===== src/rtl/output_port_allocator_pkg.sv =====
// Shared router definitions: port count, port index constants and the
// output allocator state type.
package output_port_allocator_pkg;

  localparam int unsigned NUM_INPUTS_DEFAULT = 5;

  localparam int unsigned PORT_LOCAL = 0;
  localparam int unsigned PORT_NORTH = 1;
  localparam int unsigned PORT_SOUTH = 2;
  localparam int unsigned PORT_EAST  = 3;
  localparam int unsigned PORT_WEST  = 4;

  // Encoded by a single bit so that the locked output is the state itself.
  typedef enum logic {
    ST_IDLE   = 1'b0,
    ST_LOCKED = 1'b1
  } alloc_state_e;

  function automatic int unsigned ptr_width(input int unsigned n);
    return (n > 1) ? $clog2(n) : 1;
  endfunction

endpackage


===== src/rtl/output_port_allocator_rr_arbiter.sv =====
// Combinational round-robin picker: first eligible index at or after rr_ptr,
// wrapping from NUM_INPUTS-1 back to 0.
module rr_arbiter #(
  parameter int unsigned NUM_INPUTS = 5,
  parameter int unsigned PTR_WIDTH  = 3
) (
  input  logic [NUM_INPUTS-1:0] eligible,
  input  logic [PTR_WIDTH-1:0]  rr_ptr,
  output logic [NUM_INPUTS-1:0] winner
);

  logic                 found;
  logic [PTR_WIDTH-1:0] idx;

  always_comb begin
    winner = '0;
    found  = 1'b0;
    idx    = '0;
    for (int unsigned k = 0; k < NUM_INPUTS; k++) begin
      idx = PTR_WIDTH'((32'(rr_ptr) + k) % NUM_INPUTS);
      if (!found && eligible[idx]) begin
        winner[idx] = 1'b1;
        found       = 1'b1;
      end
    end
  end

endmodule


===== src/rtl/output_port_allocator.sv =====
// Per-output switch allocator: round-robin packet arbitration with wormhole
// locking and credit-based flow control toward the downstream buffer.
module output_port_allocator
  import output_port_allocator_pkg::*;
#(
  parameter  int unsigned NUM_INPUTS        = NUM_INPUTS_DEFAULT,
  parameter  int unsigned FLIT_BUFFER_DEPTH = 1,
  localparam int unsigned CREDIT_WIDTH      = $clog2(FLIT_BUFFER_DEPTH + 1)
) (
  input  logic                    clk,
  input  logic                    rst_n,
  input  logic [NUM_INPUTS-1:0]   req,
  input  logic [NUM_INPUTS-1:0]   req_is_tail,
  input  logic [NUM_INPUTS-1:0]   turn_disable,
  output logic [NUM_INPUTS-1:0]   grant,
  output logic                    send_out,
  input  logic                    credit_in,
  output logic [CREDIT_WIDTH-1:0] credit_count,
  output logic                    locked,
  output logic                    credit_overflow
);

  localparam int unsigned          PTR_WIDTH = ptr_width(NUM_INPUTS);
  localparam logic [CREDIT_WIDTH-1:0] CREDIT_FULL = CREDIT_WIDTH'(FLIT_BUFFER_DEPTH);
  localparam logic [PTR_WIDTH-1:0]    LAST_IDX    = PTR_WIDTH'(NUM_INPUTS - 1);

  alloc_state_e              state_q, state_d;
  logic [PTR_WIDTH-1:0]      owner_q, owner_d;
  logic [PTR_WIDTH-1:0]      rr_ptr_q, rr_ptr_d;
  logic [CREDIT_WIDTH-1:0]   credit_q, credit_d;
  logic                      overflow_q, overflow_d;
  logic [NUM_INPUTS-1:0]     eligible, arb_winner;
  logic [PTR_WIDTH-1:0]      grant_idx;
  logic                      grant_tail;

  assign eligible = req & ~turn_disable;

  rr_arbiter #(
    .NUM_INPUTS (NUM_INPUTS),
    .PTR_WIDTH  (PTR_WIDTH)
  ) u_rr_arbiter (
    .eligible (eligible),
    .rr_ptr   (rr_ptr_q),
    .winner   (arb_winner)
  );

  // Gating on rst_n keeps a mid-packet reset from leaking a final grant.
  always_comb begin
    grant = '0;
    if (rst_n && (credit_q != '0)) begin
      if (state_q == ST_LOCKED) grant[owner_q] = req[owner_q];
      else                      grant = arb_winner;
    end
  end

  assign send_out = |grant;

  always_comb begin
    grant_idx = '0;
    for (int unsigned i = 0; i < NUM_INPUTS; i++) begin
      if (grant[i]) grant_idx = PTR_WIDTH'(i);
    end
    grant_tail = |(grant & req_is_tail);
  end

  always_comb begin
    state_d    = state_q;
    owner_d    = owner_q;
    rr_ptr_d   = rr_ptr_q;
    credit_d   = credit_q;
    overflow_d = overflow_q;

    if (send_out) begin
      if (grant_tail) begin
        state_d  = ST_IDLE;
        rr_ptr_d = (grant_idx == LAST_IDX) ? '0 : grant_idx + PTR_WIDTH'(1);
      end else if (state_q == ST_IDLE) begin
        state_d = ST_LOCKED;
        owner_d = grant_idx;
      end
    end

    case ({send_out, credit_in})
      2'b10: credit_d = credit_q - CREDIT_WIDTH'(1);
      2'b01: begin
        if (credit_q == CREDIT_FULL) overflow_d = 1'b1;
        else                         credit_d   = credit_q + CREDIT_WIDTH'(1);
      end
      default: ;
    endcase
  end

  always_ff @(posedge clk) begin
    if (!rst_n) begin
      state_q    <= ST_IDLE;
      owner_q    <= '0;
      rr_ptr_q   <= '0;
      credit_q   <= CREDIT_FULL;
      overflow_q <= 1'b0;
    end else begin
      state_q    <= state_d;
      owner_q    <= owner_d;
      rr_ptr_q   <= rr_ptr_d;
      credit_q   <= credit_d;
      overflow_q <= overflow_d;
    end
  end

  assign locked          = (state_q == ST_LOCKED);
  assign credit_count    = credit_q;
  assign credit_overflow = overflow_q;

endmodule

===== config.mk =====
export PLATFORM = sky130hd
export DESIGN_NAME = output_port_allocator
export DESIGN_NICKNAME = d
export VERILOG_FILES = /design/src/rtl/output_port_allocator_pkg.sv /design/src/rtl/output_port_allocator_rr_arbiter.sv /design/src/rtl/output_port_allocator.sv
export SDC_FILE = /design/constraint.sdc
export NUM_CORES = 1
export LEC_CHECK = 0
export BUFFER_PORTS_ARGS = -buffer_cell sky130_fd_sc_hd__buf_4
export CAP_MARGIN = 10
export CELL_PAD_IN_SITES_DETAIL_PLACEMENT = 0
export CELL_PAD_IN_SITES_GLOBAL_PLACEMENT = 1
export CORE_MARGIN = 2
export CORE_UTILIZATION = 45
export CTS_CLUSTER_SIZE = 8
export DETAILED_ROUTE_END_ITERATION = 16
export HOLD_SLACK_MARGIN = 0.05
export PLACE_DENSITY_LB_ADDON = 0.12
export SLEW_MARGIN = 30
export SYNTH_ARGS = -nofsm -noshare
export SYNTH_HDL_FRONTEND = slang
export SYNTH_SLANG_ARGS = --single-unit

===== constraint.sdc =====
create_clock -name clk -period 9.9 [get_ports clk]
set_input_delay 1.98 -clock clk [delete_from_list [all_inputs] [get_ports clk]]
set_output_delay 1.98 -clock clk [all_outputs]
set_load 0.05 [all_outputs]

Word-level counts from Yosys, hierarchy flattened

Cells that the tools add are included.

$add $sub $neg: 7
Equal/unequal tests: 3
Mux-type cells: 43
$lt $le $gt $ge: 12
Reductions and logical operators: 21
Bitwise operators: 10
Div/mod/pow operators: 5

Operators by type and width:

| kind                    | count |
|---|---|
| $mod A32 B3 Y32 const B | 4 |
| $mux W5                 | 7 |
| $mod A3 B3 Y32 const B  | 1 |
| $lt A3 B4 Y1 const B    | 6 |
| $or A5 B5 Y5            | 4 |
| $mux W1                 | 19 |
| $bmux W1 S3             | 6 |
| $demux W1 S3            | 6 |
| $ge A3 B1 Y1 const B    | 6 |
| $and A5 B5 Y5           | 3 |
| $logic_and A1 B1 Y1     | 11 |
| $reduce_or A5 Y1        | 2 |
| $mux W3                 | 3 |
| $add A3 B2 Y4 const B   | 2 |
| $not A5 Y5              | 1 |
| $add A3 B1 Y4 const B   | 1 |
| $add A3 B3 Y4 const B   | 1 |
| $logic_not A1 Y1        | 4 |
| $reduce_and A2 Y1       | 2 |
| $add A3 B1 Y3 const B   | 1 |
| $eq A3 B3 Y1 const B    | 1 |
| $reduce_and A3 Y1       | 1 |
| $eq A2 B1 Y1 const B    | 1 |
| $eq A2 B2 Y1 const B    | 1 |
| 6 further kinds         | 7 |

Bits of input ports: 18
Word-level logic and storage cells: 106
Register bits after elaboration: 9

Logic depth before layout (Yosys ltp)

Gate-level depths: netlist (run 1).

Depth in word-level cells: 25
Depth in mapped cells: 24
Mapped depth without buffers: 22

By module

From an unflattened synthesis (run 1), not the netlist that was laid out.

Cells, all modules: 339
Area total of the unflattened synthesis: 2,523.7 sq um

By module, submodules not included:

| module                | times used | area an instance (sq um) | cells each | sequential area each (sq um) |
|---|---|---|---|---|
| rr_arbiter            | 1          | 1,781.7                  | 255        | 0.0 |
| output_port_allocator | 1          | 742.0                    | 84         | 180.2 |

Least setup slack after synthesis (run 1)

Ideal clock, no wire load.

Path kind: flip-flop to output port
Start: register rr_ptr_q[0]
End: output send_out
Data arrival time: 5.317 ns
Required time: 7.920 ns
Setup slack: 2.603 ns
Cell stages (with the launch flop): 21
Path buffers: 3
Cell sequence: dfxtp_1 -> buf_2 -> inv_1 -> clkbuf_1 -> ha_1 -> clkbuf_1 -> a21oi_1 -> xnor2_1 -> inv_1 -> ha_1 -> nand2b_1 -> a21boi_0 -> o211ai_1 -> mux2i_1 -> a2111oi_0 -> and3_1 -> o21ai_1 -> o2bb2ai_1 -> or3_1 -> nor2_1 -> inv_1

Longest elaborated chain between the ends: 19

RTL lines:

| item                                                                     | RTL line                               | source |
|---|---|---|
| from (decl)                                                              | output_port_allocator.sv:29            | `logic [PTR_WIDTH-1:0] rr_ptr_q, rr_ptr_d;` |
| from (signal assigned)                                                   | output_port_allocator.sv:103           | `rr_ptr_q <= rr_ptr_d;` |
| parallel branches: the longest is 15 deep, another holds $mod A32 B3 Y32 | n/a                                    |  |
| $mux W5 (*)                                                              | output_port_allocator_rr_arbiter.sv:21 | `if (!found && eligible[idx]) begin` |
| $mux W5 (*)                                                              | output_port_allocator.sv:51            | `if (state_q == ST_LOCKED) grant[owner_q] = req[owner_q];` |
| $mux W5 (*)                                                              | output_port_allocator.sv:50            | `if (rst_n && (credit_q != '0)) begin` |
| net grant[3]                                                             | output_port_allocator.sv:15            | `output logic [NUM_INPUTS-1:0] grant,` |
| $reduce_or A5 Y1 (*)                                                     | output_port_allocator.sv:56            | `assign send_out = \|grant;` |
| to (decl)                                                                | output_port_allocator.sv:16            | `output logic send_out,` |

Mark *: on every way through the listed nets, which the timed path passes. The select of a mux whose other input is x is not followed.

Worst setup path in the final report (run 1)

Start: register rr_ptr_q[0]
End: output send_out

Longest elaborated chain between the ends: 19

RTL lines:

| item                                                                     | RTL line |
|---|---|
| parallel branches: the longest is 15 deep, another holds $mod A32 B3 Y32 | n/a |
| $mux W5 (*)                                                              | output_port_allocator_rr_arbiter.sv:21 |
| $mux W5 (*)                                                              | output_port_allocator.sv:51 |
| $mux W5 (*)                                                              | output_port_allocator.sv:50 |
| $reduce_or A5 Y1 (*)                                                     | output_port_allocator.sv:56 |

Mark *: on every way between the ends. The select of a mux whose other input is x is not followed.

==> results.cfg, run 1 <==
[cts]
post_cts_resized = 0
cts_buffers = 3
max-clock-path-buffers = 2
cts_hold_buf = 0
cts.clk_slew.worst_paths_ns = 0.04
clk_latency_ns = 0.24
tritoncts = yes
cts_root_buf = clkbuf_8
cts_setup_buffers = 0
clkSinkCount = 9
cts_max_level = 1

[synth]
synth.area.top_cells = ha_1 9.3%, dfxtp_1 7.0%, mux2i_1 5.5%
synth_common_cells = 28 x nor2_1, 27 x nand2_1, 23 x inv_1
yosys_warnings = 0
synth_top_area_share_pct = 9.282
async_flop_share_pct = 0
netlist_instances = 352
synth_fp_nets = 389
yosysMostFrequentCell = nor2_1
synth-edff-count = 0
synth_area_leader_cell = ha_1
yosys.cell_types.count = 78
synth-seq-cells = 9
postSynthAreaPerCell_um2 = 7.276
ys_seq_area_share_pct = 7.035
ys.flop_type = dfxtp_1
synth_area_um2 = 2561

[timing]
post-route-period-util_pct = 81.98
maxSlewViolCount = 0
fin_skew_ns = 0.003074
fmax_ghz = 0.1232
slew_headroom_pct = 41.25
fin_crit_ns = 8.116
setup_violations = 0
hold_viol = 0
fin_setup_tns_ns = 0
rsz0062_at_grt = no
worstMarginPinSlew_ns = 0.8813

[final_layout]
post-route-util_pct = 51.40
n_antenna_cell = 0
drive_gt1_share_pct = 14.99
area_growth_pct = 10.50
final_cells = 439
nets = 405

[place]
port_buffers = 26
place_congestion = 0.9126
dp.cells = 435
dp_hpwl_mm = 5.925

[detailed_routing]
wl_per_cell_um = 17.14
vias = 2741
first_pass_iters = 5
wl_mm = 7.526
drc = 0
post_drt_via_cell_ratio = 6.244
drt-initial-drc-count = 299
drtAntennaViolNets = 0

[setup_path]
critPathKind = reg -> out
critPathLaunchType = register
cp-end-kind = output pin
cp_max_fo = 43
crit_required_ns = 7.92
cp.arrival_ns = 6.14

[pwr]
powerDensity_nw_per_um2 = 303.5
ir_drop_v = 0.0002283
total_power_uw = 858.9
total_leakage_power_uw = 0.001221

[die]
dieWidth_um = 79.44
die_h_um = 79.44
rows = 27
start_util_pct = 46.51
coreArea_um2 = 5507
io_pins = 27
dieArea_um2 = 6311

[global_route]
grt_overflow = 0
grt_pass1_wl_mm = 12.63
grtUsageTotal_pct = 24.99
grt_pass1_vias = 2492
grt_max_degree = 44
antenna_found_initial = 0

[job]
drv_cap = 0

[hold_path]
hp-class = reg -> reg

[outcome]
status = finished, final reports clean
## through the flow
step | setup slack (ns) | area (µm²) | hold WS, ns
floorplan | 2.603 | 2561 | 0.4581
global placement | 2.147 | 2785 | 0.4729
detailed placement | 2.076 | 2785 | 0.4660
CTS | 1.788 | 2830 | 0.4791
global route | 1.188 | 2830 | 0.5036
finish | 1.784 | 2830 | 0.4744
## flip-flops by register name, indices dropped and copies added (netlist names)
register	count
owner_q	3
credit_overflow	1
rr_ptr_q	3
locked	1
credit_count	1
## placed cells by master, fill, tap and decap left out, types with 7 or more instances in the layout
| cell type | Yosys | layout |
|---|---|---|
| nor2_1 | 28 | 28 |
| buf_4 | 1 | 28 |
| nand2_1 | 27 | 27 |
| inv_1 | 23 | 23 |
| ha_1 | 19 | 19 |
| a21oi_1 | 16 | 16 |
| mux2i_1 | 14 | 14 |
| nand2b_1 | 13 | 13 |
| o21ai_0 | 11 | 11 |
| a211oi_1 | 9 | 9 |
| nor2b_1 | 9 | 9 |
| dfxtp_1 | 9 | 9 |
| nor3_1 | 8 | 8 |
| nand3_1 | 7 | 7 |
## worst max-delay path: stages (launching register included)
cell and delay, ns:
dfxtp_1 0.30, buf_4 0.37, inv_1 0.37, ha_1 0.99
inv_1 0.35, ha_1 0.37, inv_1 0.05, a31o_2 0.31
nor4_2 0.57, nor3_1 0.12, nor4bb_1 0.42, mux2i_1 0.22
o211ai_1 0.33, nand2_1 0.14, or3_1 0.45, nor2_1 0.27
inv_1 0.07, buf_4 0.19
## power by group
part	total, µW	internal (µW)	switching, µW
combinational	753	282	472
clock	42.9	28.1	14.8
sequential	62.5	48.4	14.1
## final cells by class
cell class | instances | area, µm²
clock buffers | 4 | 45.04
fillers | 553 | 2676
multi-input cells | 303 | 2218
flip-flops and latches | 9 | 180.2
repair buffers | 28 | 210.2
well taps | 72 | 90.09
inverters | 23 | 86.33
## worst paths after layout
kind                     endpoint  cells after the start  slack, ns            start
hold reg to reg   credit_overflow                      2       0.47  credit_overflow
setup reg to reg     credit_count                     19       3.58      rr_ptr_q[0]
hold / removal    credit_overflow                      2       0.47  credit_overflow
setup / recovery         send_out                     17       1.78      rr_ptr_q[0]
## logic make-up (layout without fill, tap and decap cells)
| kind of cell | Yosys count | count (layout) | synth area share, % |
|---|---|---|---|
| flops | 9 | 9 | 7.035 |
| simple gates | 150 | 150 | 34.05 |
| buf+inv | 40 | 55 | 6.351 |
| compound gates | 110 | 110 | 33.37 |
| fa+ha+maj | 19 | 19 | 9.282 |
| xor+xnor | 4 | 4 | 1.368 |
| mux | 20 | 20 | 8.549 |
## layer usage
| metal | track usage [%] | up-vias | wire length, µm |
|---|---|---|---|
| li1 | - | 1382 | - |
| met1 | 35.69 | 1263 | 3619 |
| met2 | 40.50 | 83 | 3473 |
| met3 | 1.471 | 13 | 287 |
| met4 | 6.897 | 0 | 146 |
| met5 | 0 | - | 0 |
Note: power is estimated with default switching activity, not from simulation.
==> inputs of run 2 (changes only) <==
--- a/config.mk
+++ b/config.mk
@@ -5,12 +5,13 @@
 export SDC_FILE = /design/constraint.sdc
 export NUM_CORES = 1
 export LEC_CHECK = 0
+export ABC_AREA = 1
 export BUFFER_PORTS_ARGS = -buffer_cell sky130_fd_sc_hd__buf_4
 export CAP_MARGIN = 10
 export CELL_PAD_IN_SITES_DETAIL_PLACEMENT = 0
 export CELL_PAD_IN_SITES_GLOBAL_PLACEMENT = 1
 export CORE_MARGIN = 2
-export CORE_UTILIZATION = 45
+export CORE_UTILIZATION = 42
 export CTS_CLUSTER_SIZE = 8
 export DETAILED_ROUTE_END_ITERATION = 16
 export HOLD_SLACK_MARGIN = 0.05
==> constraint.sdc (replaced) <==
create_clock -name clk -period 8.5 [get_ports clk]
set_input_delay 1.7 -clock clk [delete_from_list [all_inputs] [get_ports clk]]
set_output_delay 1.7 -clock clk [all_outputs]
set_load 0.05 [all_outputs]
==> results.cfg, run 2 <==
[synth]
async_flop_share_pct = 0
synth_area_um2 = 2466
synth-seq-cells = 9
ys_seq_area_share_pct = 7.306
synth_fp_nets = 439
synth-edff-count = 0
yosysMostFrequentCell = nand2_1
synth_common_cells = 92 x nand2_1, 63 x inv_1, 44 x nor2_1
netlist_instances = 402
yosys.cell_types.count = 42
postSynthAreaPerCell_um2 = 6.135
synth_top_area_share_pct = 14.00
yosys_warnings = 0
ys.flop_type = dfxtp_1
synth_area_leader_cell = nand2_1
synth.area.top_cells = nand2_1 14%, ha_1 9.6%, inv_1 9.6%

[cts]
cts_hold_buf = 0
cts.clk_slew.worst_paths_ns = 0.05
cts_buffers = 3
tritoncts = yes
clkSinkCount = 9
cts_max_level = 1
cts_setup_buffers = 0
max-clock-path-buffers = 2
clk_latency_ns = 0.24
post_cts_resized = 0
cts_root_buf = clkbuf_8

[global_route]
grt_overflow = 0
grt_pass1_vias = 2451
grt_max_degree = 14
antenna_found_initial = 0
grt_pass1_wl_mm = 11.03
grtUsageTotal_pct = 21.29

[timing]
fmax_ghz = 0.1617
hold_viol = 0
maxSlewViolCount = 0
slew_headroom_pct = 61.67
post-route-period-util_pct = 72.77
rsz0062_at_grt = no
worstMarginPinSlew_ns = 0.5742
setup_violations = 0
fin_setup_tns_ns = 0
fin_skew_ns = 0.005101
fin_crit_ns = 6.185

[setup_path]
cp.arrival_ns = 4.49
critPathKind = reg -> out
rr_worst_depth = 27
r2r_end = rr_ptr_q[1]
regToRegSetupSlack_ns = 3.88
r2r-start = rr_ptr_q[0]
cp-end-kind = output pin
crit_required_ns = 6.80
critPathLaunchType = register
cp_max_fo = 13

[final_layout]
area_growth_pct = 12.13
reg_top3 = owner_q: 3 flops, rr_ptr_q: 3 flops
drive_gt1_share_pct = 25.06
seq_area_um2 = 180.2
multi_input_area_um2 = 1971
final_common_cell = nand2_1
final_cells = 499
nets = 465
n_antenna_cell = 0
mostFrequentLayoutCells = 92 x nand2_1, 63 x inv_1, 44 x nor2_1, 33 x nand3_1, 26 x buf_4
n_fill_cell = 609

[detailed_routing]
wl_mm = 6.044
post_drt_via_cell_ratio = 4.940
drt-initial-drc-count = 134
drc = 0
first_pass_iters = 4
wl_per_cell_um = 12.11
vias = 2465
drtAntennaViolNets = 0

[outcome]
status = finished, final reports clean

[place]
dp.cells = 495
port_buffers = 26
place_congestion = 0.9091
dp_hpwl_mm = 5.228

[die]
start_util_pct = 44.24
die_h_um = 80.63
coreArea_um2 = 5574
io_pins = 27
rows = 27
dieWidth_um = 80.63
dieArea_um2 = 6500

[hold_path]
min_path_cells = 2
hp-class = reg -> reg
hold_end = credit_overflow
hp-start = credit_overflow

[job]
drv_cap = 0
==> run 2: cell count changes after synthesis, moves of 7 or more <==
cell,delta
a211oi_1,-9
clkbuf_1,-7
inv_1,+40
inv_2,+7
mux2i_1,-14
nand2_1,+65
nand2_2,+17
nand2_4,+12
nand2b_1,-13
nand3_1,+26
nand3_2,+16
nand4_1,+7
nor2_1,+16
nor2b_1,-9
==> run 2: logic make-up after synthesis <==
group                    synth area share, %
AO/OA/AOI/OAI                          10.15
AND/OR/NAND/NOR                        57.03
adder cells (fa/ha/maj)                9.640
flip-flops                             7.306
XOR/XNOR                               3.095
buffers and inverters                  12.79
==> run 2: through the flow <==
stage               hold WS, ns  utilization [%]  setup slack [ns]  instance area (µm²)
floorplan                0.5495                -             3.233                 2466
global placement         0.4499            48.78             2.632                 2719
detailed placement       0.4606            48.78             2.533                 2719
CTS                      0.4705            49.61             2.267                 2765
global route             0.5153            49.61             1.807                 2765
finish                   0.4615            49.61             2.315                 2765
==> run 2: worst max-delay path, stage by stage (launching register included) <==
cell      delay [ns]
dfxtp_1         0.68
clkinv_2        0.36
ha_1            0.56
inv_1           0.21
ha_1            0.22
inv_1           0.05
ha_1            0.21
nor2_1          0.13
nand3_2         0.10
nand2_4         0.10
nand2_1         0.06
nand2_1         0.07
nand2_2         0.07
inv_2           0.07
nand3_1         0.11
nand2_1         0.08
nand2_1         0.12
nand4_1         0.10
nand2_1         0.06
nor2_1          0.15
nand3_2         0.13
nand2_4         0.11
nand2_4         0.07
nor2_4          0.15
inv_1           0.07
buf_4           0.19
==> run 2: per-layer routing <==
metal | track usage [%] | up-vias | wire length, µm
li1 | - | 1322 | -
met1 | 26.64 | 1090 | 2836
met2 | 38.75 | 44 | 2940
met3 | 1.124 | 9 | 158
met4 | 6.610 | 0 | 108
met5 | 0 | - | 0
==> run 2: how the worst max path moves through the flow <==
stage / from / to / depth (start not counted)
detailed placement: rr_ptr_q[0] / send_out / 25
finish: rr_ptr_q[0] / send_out / 25
global route: rr_ptr_q[0] / send_out / 25
floorplan: rr_ptr_q[0] / send_out / 25
CTS: rr_ptr_q[0] / send_out / 25
global placement: rr_ptr_q[0] / send_out / 25
==> run 2: area by class of cell <==
class	instances	area share [%]
Inverter	75	10.23
Clock inverter	1	0.1810
Clock buffer	3	1.493
Multi-Input combinational cell	313	71.27
Timing Repair Buffer	26	7.059
Tap cell	72	3.258
Sequential cell	9	6.516
Power of run 2 is not shown: default switching activity piles up to over one toggle a cycle in this logic, so the estimate is an artifact.
